[src/rtl/logic_unit_pipe.sv]
`default_nettype none
// ============================================================================
// Module      : logic_unit_pipe
// Description : Two-stage pipelined bitwise logic unit with valid/ready
//               handshakes, operand chaining and zero/all-ones/parity flags.
// Revision    : 1.0 - initial release
// ============================================================================
module logic_unit_pipe #(
    parameter int WIDTH = 32
) (
    input  logic             clk,
    input  logic             rst,
    input  logic             in_valid,
    output logic             in_ready,
    input  logic [WIDTH-1:0] operand1,
    input  logic [WIDTH-1:0] operand2,
    input  logic [2:0]       op,
    input  logic             chain,
    output logic             out_valid,
    input  logic             out_ready,
    output logic [WIDTH-1:0] result,
    output logic             zero,
    output logic             ones,
    output logic             parity
);

    localparam logic [2:0] OP_AND  = 3'd0;
    localparam logic [2:0] OP_OR   = 3'd1;
    localparam logic [2:0] OP_XOR  = 3'd2;
    localparam logic [2:0] OP_NAND = 3'd3;
    localparam logic [2:0] OP_NOR  = 3'd4;
    localparam logic [2:0] OP_XNOR = 3'd5;
    localparam logic [2:0] OP_ANDN = 3'd6;

    logic             adv;
    logic             accept;
    logic [WIDTH-1:0] op_a;
    logic [WIDTH-1:0] op_res;

    logic             s1_valid_q, s1_valid_d;
    logic [WIDTH-1:0] s1_res_q,   s1_res_d;
    logic             s2_valid_q, s2_valid_d;
    logic [WIDTH-1:0] s2_res_q,   s2_res_d;
    logic             zero_q,     zero_d;
    logic             ones_q,     ones_d;
    logic             parity_q,   parity_d;
    logic [WIDTH-1:0] last_q,     last_d;

    // Global stall: the whole pipe moves only when the output slot can drain.
    assign adv      = !s2_valid_q || out_ready;
    assign accept   = in_valid && adv;
    assign in_ready = adv;

    // Operand select and the eight bitwise operations.
    always_comb begin
        op_a   = chain ? last_q : operand1;
        op_res = '0;
        case (op)
            OP_AND:  op_res = op_a & operand2;
            OP_OR:   op_res = op_a | operand2;
            OP_XOR:  op_res = op_a ^ operand2;
            OP_NAND: op_res = ~(op_a & operand2);
            OP_NOR:  op_res = ~(op_a | operand2);
            OP_XNOR: op_res = ~(op_a ^ operand2);
            OP_ANDN: op_res = op_a & ~operand2;
            default: op_res = ~op_a;
        endcase
    end

    // Next-state for both stages and the chain register; everything holds on stall.
    always_comb begin
        s1_valid_d = s1_valid_q;
        s1_res_d   = s1_res_q;
        s2_valid_d = s2_valid_q;
        s2_res_d   = s2_res_q;
        zero_d     = zero_q;
        ones_d     = ones_q;
        parity_d   = parity_q;
        last_d     = last_q;
        if (adv) begin
            s1_valid_d = accept;
            if (accept) begin
                s1_res_d = op_res;
            end
            s2_valid_d = s1_valid_q;
            s2_res_d   = s1_res_q;
            zero_d     = (s1_res_q == '0);
            ones_d     = &s1_res_q;
            parity_d   = ^s1_res_q;
        end
        // Chained accepts see the value just computed, so no bubble is needed.
        if (accept) begin
            last_d = op_res;
        end
    end

    // Pipeline and chain registers with asynchronous clear.
    always_ff @(posedge clk or posedge rst) begin
        if (rst) begin
            s1_valid_q <= 1'b0;
            s1_res_q   <= '0;
            s2_valid_q <= 1'b0;
            s2_res_q   <= '0;
            zero_q     <= 1'b1;
            ones_q     <= 1'b0;
            parity_q   <= 1'b0;
            last_q     <= '0;
        end else begin
            s1_valid_q <= s1_valid_d;
            s1_res_q   <= s1_res_d;
            s2_valid_q <= s2_valid_d;
            s2_res_q   <= s2_res_d;
            zero_q     <= zero_d;
            ones_q     <= ones_d;
            parity_q   <= parity_d;
            last_q     <= last_d;
        end
    end

    assign out_valid = s2_valid_q;
    assign result    = s2_res_q;
    assign zero      = zero_q;
    assign ones      = ones_q;
    assign parity    = parity_q;

endmodule
`default_nettype wire

[config.mk]
export PLATFORM = sky130hd
export DESIGN_NAME = logic_unit_pipe
export DESIGN_NICKNAME = d
export VERILOG_FILES = /design/src/rtl/logic_unit_pipe.sv
export SDC_FILE = /design/constraint.sdc
export NUM_CORES = 1
export LEC_CHECK = 0
export BUFFER_PORTS_ARGS = -buffer_cell sky130_fd_sc_hd__buf_2
export CELL_PAD_IN_SITES_DETAIL_PLACEMENT = 2
export CELL_PAD_IN_SITES_GLOBAL_PLACEMENT = 2
export CORE_ASPECT_RATIO = 0.5
export CORE_MARGIN = 8
export CORE_UTILIZATION = 30
export CTS_BUF_LIST = sky130_fd_sc_hd__clkbuf_8
export DETAILED_ROUTE_END_ITERATION = 8
export PLACE_DENSITY = 0.68
export SLEW_MARGIN = 20
export SYNTH_ARGS = -nofsm -noshare
export SYNTH_HDL_FRONTEND = slang
export SYNTH_SLANG_ARGS = --single-unit
[constraint.sdc]
create_clock -name clk -period 5.34 [get_ports clk]
set_clock_uncertainty 0.2 [all_clocks]
set_input_delay 0.801 -clock clk [delete_from_list [all_inputs] [get_ports clk]]
set_output_delay 0.801 -clock clk [all_outputs]
set_load 0.02 [all_outputs]
# Word-level counts from Yosys, hierarchy flattened
# Index checks and enable logic that the tools add are counted.
# op_classes
reduce_logical	8
muxes	2
bitwise	9
eq_ne	6
# ops
cell	count
$pmux 32 s7	1
$not 32->32	5
$and 32x32->32	2
$logic_not 32->1	1
$mux 32	1
$or 32x32->32	1
$reduce_and 32->1	1
$reduce_xor 32->1	1
$xor 32x32->32	1
$eq 3x3->1 const B	3
$eq 3x2->1 const B	2
$eq 3x1->1 const B	1
$logic_not 3->1	1
$reduce_and 2->1	1
$logic_and 1x1->1	1
$logic_not 1->1	1
$logic_or 1x1->1	1
# word_totals
word_cells	33
reg_bits	101
in_bits	72

# Longest topological paths before layout
# Gate-level depths: netlist (run 1).
# logic_depth
depth_word	4
mapped_depth	10
mapped_depth_nobuf	8

# Worst setup path after synthesis (run 1)
# OpenSTA, ideal clock, no wires.
# synth_timing
path_type	input port to flip-flop
from	in chain
to	reg last_q[24]
path_buffers	2
required_ns	5.019
setup_slack_ns	2.558
arrival_ns	2.461
stages	10
cell_sequence	clkbuf_1 > buf_2 > mux2_2 > inv_1 > ha_1 > nand2b_1 > a31o_2 > o21ai_0 > o21ai_0 > a22o_1
# synth_via
elab_chain_cells	4
word_cells_on_any_way	10
# synth_lines
item	line	text
from (decl)	18	input logic chain,
$mux 32 *	56	op_a = chain ? last_q : operand1;
$xor 32x32->32, or another cell as far along	61, 64	
$not 32->32, on equally long branches	64, 62, 63	
$pmux 32 s7 *	58	case (op)
to (signal assigned)	116	last_q <= last_d;
to (decl)	47	logic [WIDTH-1:0] last_q, last_d;
# Mark *: on every way between the ends. The rest lies on a longest branch, timed or not.
# A chain may end at the register's enable or synchronous reset.

# Final worst setup path (run 1)
# layout_timing
from	in chain
to	reg last_q[16]
# Same word-level chain as after synthesis.

==> flow_summary.ini, run 1 <==
[outcome]
status = finished clean

[final_layout]
fillCellCount = 2712
regArea_um2 = 1730
layout-drive-gt1-share_pct = 23.4
final_cells = 1229
area_growth_pct = 11.6
multi_input_area_um2 = 4780
n_antenna_cell = 0
layout.nets = 1109

[power]
p_per_area_nw_per_um2 = 299
vdd_drop_max_mv = 0.136
p_total_uw = 2430
leakage_uw = 0.00402

[synthesis]
synth.avg_cell_area_um2 = 8.60
synth.area.top_cells = dfrtp_1 (23%), ha_1 (22%), inv_1 (6.1%)
ys_seq_area_share_pct = 23.8
ys_types = 38
synth_commonest_cells = ha_1 (128), inv_1 (118), nand2_1 (100)
synth-edff-count = 0
synthesis.instances = 845
ys_ff_latch = 69
ys.flop_type = dfrtp_1
netlist_area_um2 = 7270
yosys.area.top_type = dfrtp_1
synthArstFlopShare_pct = 100
synth_top_area_share_pct = 23.4
yosys_warnings = 0
mappedNetlistNets = 1045
synth.most_common_cell = ha_1

[timing]
fmax_ghz = 0.331
slew_headroom_pct = 27.8
fin_ws_ns = 2.32
holdWs_ns = 0.275
post-route-period-util_pct = 56.5
tightestPinTransition_ns = 1.08
slew_violations = 0
setup_tns_ns = 0
period_needed_ns = 3.02
finalHoldViolations = 0
rsz0062_at_grt = false
setup_viol = 0

[detailed_routing]
wl_per_cell_um = 20.0
drt_iter0_markers = 240
postRouteWirelength_um = 24600
antenna_left = 0
vias = 6323
via_per_inst = 5.14
drcViolationCount = 0
drtPass1Iterations = 4

[global_route]
grt_pass1_wl_um = 39300
grt_use_total_pct = 16.4
grt_max_degree = 71
antenna_found_initial = 0
overflow = 0
grt_pass1_vias = 6989

[cts]
worstSkewPairLatency_ns = 0.37
cts_sinks = 69
ctsRootBufferMaster = clkbuf_8
cts_made_buffers = 9
tritoncts = yes
ctsHoldBuffers = 0
cts_setup_buffers = 0
path_clk_slew_ns = 0.09
h-tree-depth = 3
cts_resized = 0
clock_path_buffers = 2

[placement]
pre_cts_ws_ns = 1.96
place_congestion = 0.763
io_buffer_count = 108
placed_cells = 1213
place_hpwl_um = 18100

[min_path]
hold_path.class = reg -> reg
min_from = s1_valid_q$_DFFE_PP0N_

[floorplanning]
fp-row-count = 40
die_w_um = 236
num_io_pins = 109
core_area_um2 = 23900
fp.dieH_um = 126
start_util_pct = 30.4
dieArea_um2 = 29800

[flow_run]
max_cap_viol_count = 0

[critical_path]
crit_end = last_q[16]$_DFFE_PP0P_
cp-startpoint = chain
arrival_ns = 3.08
rr_worst_depth = 7
required_ns = 5.41
r2r_end = last_q[16]$_DFFE_PP0P_
r2r_slack_ns = 2.54
startpoint_type = primary input
r2r-start = out_valid$_DFFE_PP0N_
path_class = in -> reg
crit_fanout = 32
cp-end-kind = register
==> cells by family (layout without fill, tap and decap cells) <==
logic type      Yosys count  after routing  share of synthesized area (%)
compound gates          257            257                           24.4
buf+inv                 180            249                           10.8
simple gates            141            141                           8.68
fa+ha+maj               128            128                           22.0
flops                    69             69                           23.8
mux                      55             55                           8.52
xor+xnor                 15             15                           1.81
==> worst min path at each step <==
stage,slack [ns],cells after the start,end
floorplan,0.23,1,out_valid$_DFFE_PP0N_
global placement,0.25,1,out_valid$_DFFE_PP0N_
detailed placement,0.27,1,out_valid$_DFFE_PP0N_
CTS,0.29,1,out_valid$_DFFE_PP0N_
global route,0.30,1,out_valid$_DFFE_PP0N_
finish,0.27,1,out_valid$_DFFE_PP0N_
==> registers in the layout, summed over array words and instances (netlist names) <==
name and cells:
result 32, last_q 25, s1_res_q 7, ones 1, out_valid 1, parity 1
s1_valid_q 1, zero 1
==> power breakdown <==
group / total (uW) / internal [uW] / leakage (uW) / switching, uW
registers: 789 / 649 / 0.000853 / 140
clock network: 414 / 170 / 0.0000856 / 244
logic: 1220 / 521 / 0.00309 / 702
total: 2430 / 1340 / 0.00402 / 1090
==> stage by stage <==
step / area [um2] / util [%]
final: 8110 / 34.0
after global routing: 8110 / 34.0
after CTS: 8110 / 34.0
after detailed placement: 7940 / 33.2
after global placement: 7940 / 33.2
after floorplan: 7270 / -
==> final cells by class <==
cell class                 instances  area share [%]
clock buffer                       9            1.53
clock inverter                     7           0.632
inverter                         119            5.51
multi-input combinational        596            59.0
sequential                        69            21.3
tap                              315            4.86
timing repair buffer             114            7.22
==> per-layer routing <==
| layer | routed length [um] | track usage [%] | up-vias |
|---|---|---|---|
| li1 | - | - | 3048 |
| met1 | 12000 | 22.3 | 3187 |
| met2 | 11500 | 27.6 | 69 |
| met3 | 766 | 2.35 | 19 |
| met4 | 287 | 3.17 | 0 |
| met5 | 0 | 0 | - |
==> placed cells by master (no fill, tap or decap), types with 12 or more instances in the layout <==
cell and n:
a22oi_1 29, o21ai_1 14, nand2_1 99, a21oi_1 53
mux2i_1 12, o21ai_0 71, a22o_1 32, buf_2 108
ha_1 128, nand2b_1 21, inv_1 117, xnor2_1 13
a31o_2 20, dfrtp_1 68, mux2_2 39
==> critical path: stages <==
cell and delay (ns):
buf_2 0.74, mux2_2 0.46, inv_1 0.07, ha_1 0.16, nand2b_1 0.09, a31o_2 0.25, o21ai_0 0.14, o21ai_0 0.13
a22o_1 0.23
No activity file was read; power rests on OpenSTA's default activity.
==> run 2: changes to the inputs <==
==> constraint.sdc (replaced) <==
create_clock -name clk -period 2.95 [get_ports clk]
set_clock_uncertainty 0.2 [all_clocks]
set_input_delay 0.4425 -clock clk [delete_from_list [all_inputs] [get_ports clk]]
set_output_delay 0.4425 -clock clk [all_outputs]
set_load 0.02 [all_outputs]
==> flow_summary.ini, run 2 (synthesis gave the netlist of run 1 again) <==
[cts]
cts_resized = 0
h-tree-depth = 3
cts_sinks = 69
cts_made_buffers = 9
clock_path_buffers = 2
worstSkewPairLatency_ns = 0.38
path_clk_slew_ns = 0.09
ctsRootBufferMaster = clkbuf_8
tritoncts = yes

[critical_path]
path_class = reg -> reg
rr_worst_depth = 8
cp_slowest_stage_delay_ns = 0.48
critical-path-slowest-cell = dfrtp_1
crit_fanout = 4
cp-end-kind = register
r2r-start = last_q[11]$_DFFE_PP0P_
arrival_ns = 2.25
startpoint_type = register
cp_top_family = compound AO/OA/AOI/OAI gates
cp-startpoint = last_q[11]$_DFFE_PP0P_
worstSetupPathDepth = 8
worst-path-buf-inv = 1
required_ns = 3.03
cp_cell_sequence = mux2_2, inv_1, ha_1, nand2b_1, a31o_2, o21ai_1, o21ai_0, a22o_1

[final_layout]
n_antenna_cell = 0
final_common_cell = ha_1
largest_reg_flops = 32
fin_util_pct = 34.7
area_growth_pct = 14.0
layout-drive-gt1-share_pct = 24.4
layout.nets = 1123
final_cell_mix = ha_1 (128), inv_1 (117), buf_2 (108)

[timing]
slew_headroom_pct = 29.3
finalHoldViolations = 0
post-route-period-util_pct = 73.4
rsz0062_at_grt = false
fin_ws_ns = 0.784
slew_violations = 0
setup_tns_ns = 0
setup_viol = 0
period_needed_ns = 2.17
fmax_ghz = 0.462
tightestPinTransition_ns = 1.06

[detailed_routing]
drt_iter0_markers = 280
drtPass1Iterations = 4
vias = 6428
via_per_inst = 5.17
wl_per_cell_um = 20.2
antenna_left = 0
drcViolationCount = 0
postRouteWirelength_um = 25100

[floorplanning]
dieArea_um2 = 29800
num_io_pins = 109
start_util_pct = 30.4
fp-row-count = 40
die_w_um = 236
fp.dieH_um = 126
core_area_um2 = 23900

[global_route]
grt_use_total_pct = 17.0
overflow = 0
grt_pass1_wl_um = 40800
antenna_found_initial = 0
grt_max_degree = 70
grt_pass1_vias = 7308

[min_path]
min_from = out_ready
hold_depth = 4
hold_path.class = in -> reg

[power]
vdd_drop_max_mv = 0.305
leakage_uw = 0.00412
p_per_area_nw_per_um2 = 549

[outcome]
status = finished clean

[placement]
pre_cts_ws_ns = 0.385
place_congestion = 0.770
io_buffer_count = 108
place_hpwl_um = 18900

[flow_run]
max_cap_viol_count = 0
-- run 2: path summary, 6_finish.rpt --
path,to,slack [ns]
min in group asynchronous,result[21]$_DFFE_PP0N_,0.47
worst min register to register,out_valid$_DFFE_PP0N_,0.28
max in group asynchronous,last_q[7]$_DFFE_PP0P_,1.69
worst max-delay path,last_q[11]$_DFFE_PP0P_,0.78
worst min-delay path,out_valid$_DFFE_PP0N_,0.23
worst max register to register,last_q[11]$_DFFE_PP0P_,0.78
-- run 2: through the flow --
step	instance area, um2	cells	total power [uW]	hold slack, ns
3_5_place_dp	8060	1226	3730	0.258
5_1_grt	8280	1243	4910	0.226
6_report	8280	1243	4550	0.228
2_1_floorplan	7270	845	2950	0.235
4_1_cts	8280	1243	4620	0.202
3_3_place_gp	8060	1226	3600	0.255
-- run 2: final cells by class --
class	count	area, um2
sequential	69	1730
clock buffer	10	138
fill	2721	15600
inverter	119	447
timing repair buffer	128	731
multi-input combinational	596	4770
clock inverter	6	72.6
tap	315	394
-- run 2: power breakdown --
group	switching (uW)	total [uW]	internal (uW)
Combinational	1290	2250	962
Sequential	255	1430	1180
Clock	446	865	419
Total	1990	4550	2560
-- run 2: tightest hold or removal path: stages --
cell and delay, ns:
buf_2 0.10, nor2b_4 0.04, inv_2 0.12, nand2b_1 0.07
-- run 2: what timing repair did --
item / in CTS / in global routing
hold buffers: 1 / 0
buffers inserted: 0 / 0
endpoints found under the setup margin: 0 / 0
endpoints found under the hold margin: 68 / 0
-- run 2: routing by layer --
layer | wire length [um] | GRT usage, % | up-vias
met5 | 0 | 0 | -
met4 | 177 | 3.89 | 0
met1 | 11900 | 22.5 | 3255
met2 | 12100 | 28.6 | 94
li1 | - | - | 3066
met3 | 972 | 2.90 | 13
==> run 3: changes to the inputs <==
--- a/config.mk
+++ b/config.mk
@@ -13,7 +13,7 @@
 export CORE_UTILIZATION = 30
 export CTS_BUF_LIST = sky130_fd_sc_hd__clkbuf_8
 export DETAILED_ROUTE_END_ITERATION = 8
-export PLACE_DENSITY = 0.68
+export PLACE_DENSITY = 0.71
 export SLEW_MARGIN = 20
 export SYNTH_ARGS = -nofsm -noshare
 export SYNTH_HDL_FRONTEND = slang
==> constraint.sdc (replaced) <==
create_clock -name clk -period 1.81 [get_ports clk]
set_clock_uncertainty 0.2 [all_clocks]
set_input_delay 0.2715 -clock clk [delete_from_list [all_inputs] [get_ports clk]]
set_output_delay 0.2715 -clock clk [all_outputs]
set_load 0.02 [all_outputs]
==> flow_summary.ini, run 3 (synthesis gave the netlist of run 1 again) <==
[cts]
cts_made_buffers = 9
clock_path_buffers = 2
h-tree-depth = 3
path_clk_slew_ns = 0.09
tritoncts = yes
worstSkewPairLatency_ns = 0.42
cts_sinks = 69
ctsRootBufferMaster = clkbuf_8

[detailed_routing]
wl_per_cell_um = 31.2
antenna_left = 0
drt_iter0_markers = 656
postRouteWirelength_um = 44200
vias = 8131
via_per_inst = 5.73
drtPass1Iterations = 6
drcViolationCount = 0

[floorplanning]
start_util_pct = 30.4
dieArea_um2 = 29800
fp.dieH_um = 126
core_area_um2 = 23900
num_io_pins = 109
fp-row-count = 40
die_w_um = 236

[critical_path]
crit_fanout = 3
rr_worst_depth = 8
arrival_ns = 2.60
startpoint_type = register
required_ns = 1.95
path_class = reg -> reg
cp-end-kind = register

[outcome]
violations = negative setup slack
status = complete, but fails checks

[min_path]
hold_path.class = in -> reg
hold_depth = 4

[placement]
place_congestion = 0.796
io_buffer_count = 108
place_hpwl_um = 21500

[final_layout]
final_cell_mix = buf_4 (145), buf_2 (108), nand2_1 (86)
largest_reg_flops = 32
layout-drive-gt1-share_pct = 59.8
final_common_cell = buf_4
layout.nets = 1297
area_growth_pct = 59.1

[power]
p_total_uw = 11300
p_per_area_nw_per_um2 = 977
vdd_drop_max_mv = 0.526
leakage_uw = 0.00534

[global_route]
grt_pass1_vias = 9087
grt_use_total_pct = 24.2
overflow = 0
antenna_found_initial = 1
grt_max_degree = 70
grt_pass1_wl_um = 56400

[timing]
slew_headroom_pct = 42.9
finalHoldViolations = 0
fmax_ghz = 0.406
tightestPinTransition_ns = 0.835
rsz0062_at_grt = true
slew_violations = 0
post-route-period-util_pct = 136
setup_viol = 35
fin_ws_ns = -0.651
period_needed_ns = 2.46
setup_tns_ns = -9.31

[flow_run]
max_cap_viol_count = 0
run 3: changes by cell type in the layout (fill, tap and decap cells not counted), moves of 24 or more:
cell	change
buf_4	+129
buf_6	+30
ha_1	-81
ha_2	+24
ha_4	+57
inv_1	-60
inv_2	+47
mux2_2	-33
mux2_4	+33
o21ai_0	-38
o21ai_2	+26
run 3: path summary, 6_finish.rpt:
check / from / end / slack [ns]
max: last_q[15]$_DFFE_PP0P_ / last_q[15]$_DFFE_PP0P_ / -0.65
min: out_ready / out_valid$_DFFE_PP0N_ / 0.004
max reg2reg: last_q[15]$_DFFE_PP0P_ / last_q[15]$_DFFE_PP0P_ / -0.65
min reg2reg: s1_valid_q$_DFFE_PP0N_ / out_valid$_DFFE_PP0N_ / 0.27
max in group asynchronous: rst / last_q[18]$_DFFE_PP0P_ / 0.71
min in group asynchronous: rst / result[18]$_DFFE_PP0N_ / 0.33
run 3: area by class of cell:
type | count | area (um2)
tap | 315 | 394
antenna | 1 | 2.50
inverter | 119 | 488
fill | 2428 | 12300
clock buffer | 10 | 138
clock inverter | 6 | 71.3
sequential | 69 | 1750
multi-input combinational | 596 | 6380
timing repair buffer | 302 | 2340
run 3: repair_timing:
item                       CTS  global route
setup endpoints to repair   35            35
gates resized for setup    279           161
hold buffers                 1             0
pin swaps                   70            77
hold endpoints to repair    68             0
setup buffers               43            25
run 3: through the flow:
| step | utilization (%) | cells | worst slack (ns) | instance area [um2] | hold slack, ns |
|---|---|---|---|---|---|
| final | 48.4 | 1418 | -0.651 | 11600 | 0.00362 |
| after global routing | 48.4 | 1418 | -0.706 | 11600 | 0.0366 |
| after CTS | 44.8 | 1398 | -0.184 | 10700 | 0.00385 |
| after detailed placement | 38.2 | 1339 | -0.577 | 9110 | 0.227 |
| after global placement | 38.2 | 1339 | -0.420 | 9110 | 0.221 |
| after floorplan | - | 845 | -0.299 | 7340 | 0.234 |
run 3: critical path, cell delays in order, from the launching register on:
cell and delay [ns]:
dfrtp_1 0.42, mux2_4 0.20, buf_6 0.11, ha_1 0.17, inv_2 0.05, a2111oi_0 0.66, o21ai_1 0.25, o21ai_1 0.18
a22o_1 0.17
run 3: where the power goes:
| part | internal, uW | switching (uW) |
|---|---|---|
| clock | 685 | 820 |
| combinational | 3580 | 3830 |
| sequential | 1940 | 445 |
run 3: layer usage:
layer	track usage [%]	vias to the layer above	wire length, um
met5	0	-	0
met1	27.8	4200	18400
li1	-	3421	-
met3	5.22	145	2180
met2	43.6	365	21500
met4	9.90	0	2050
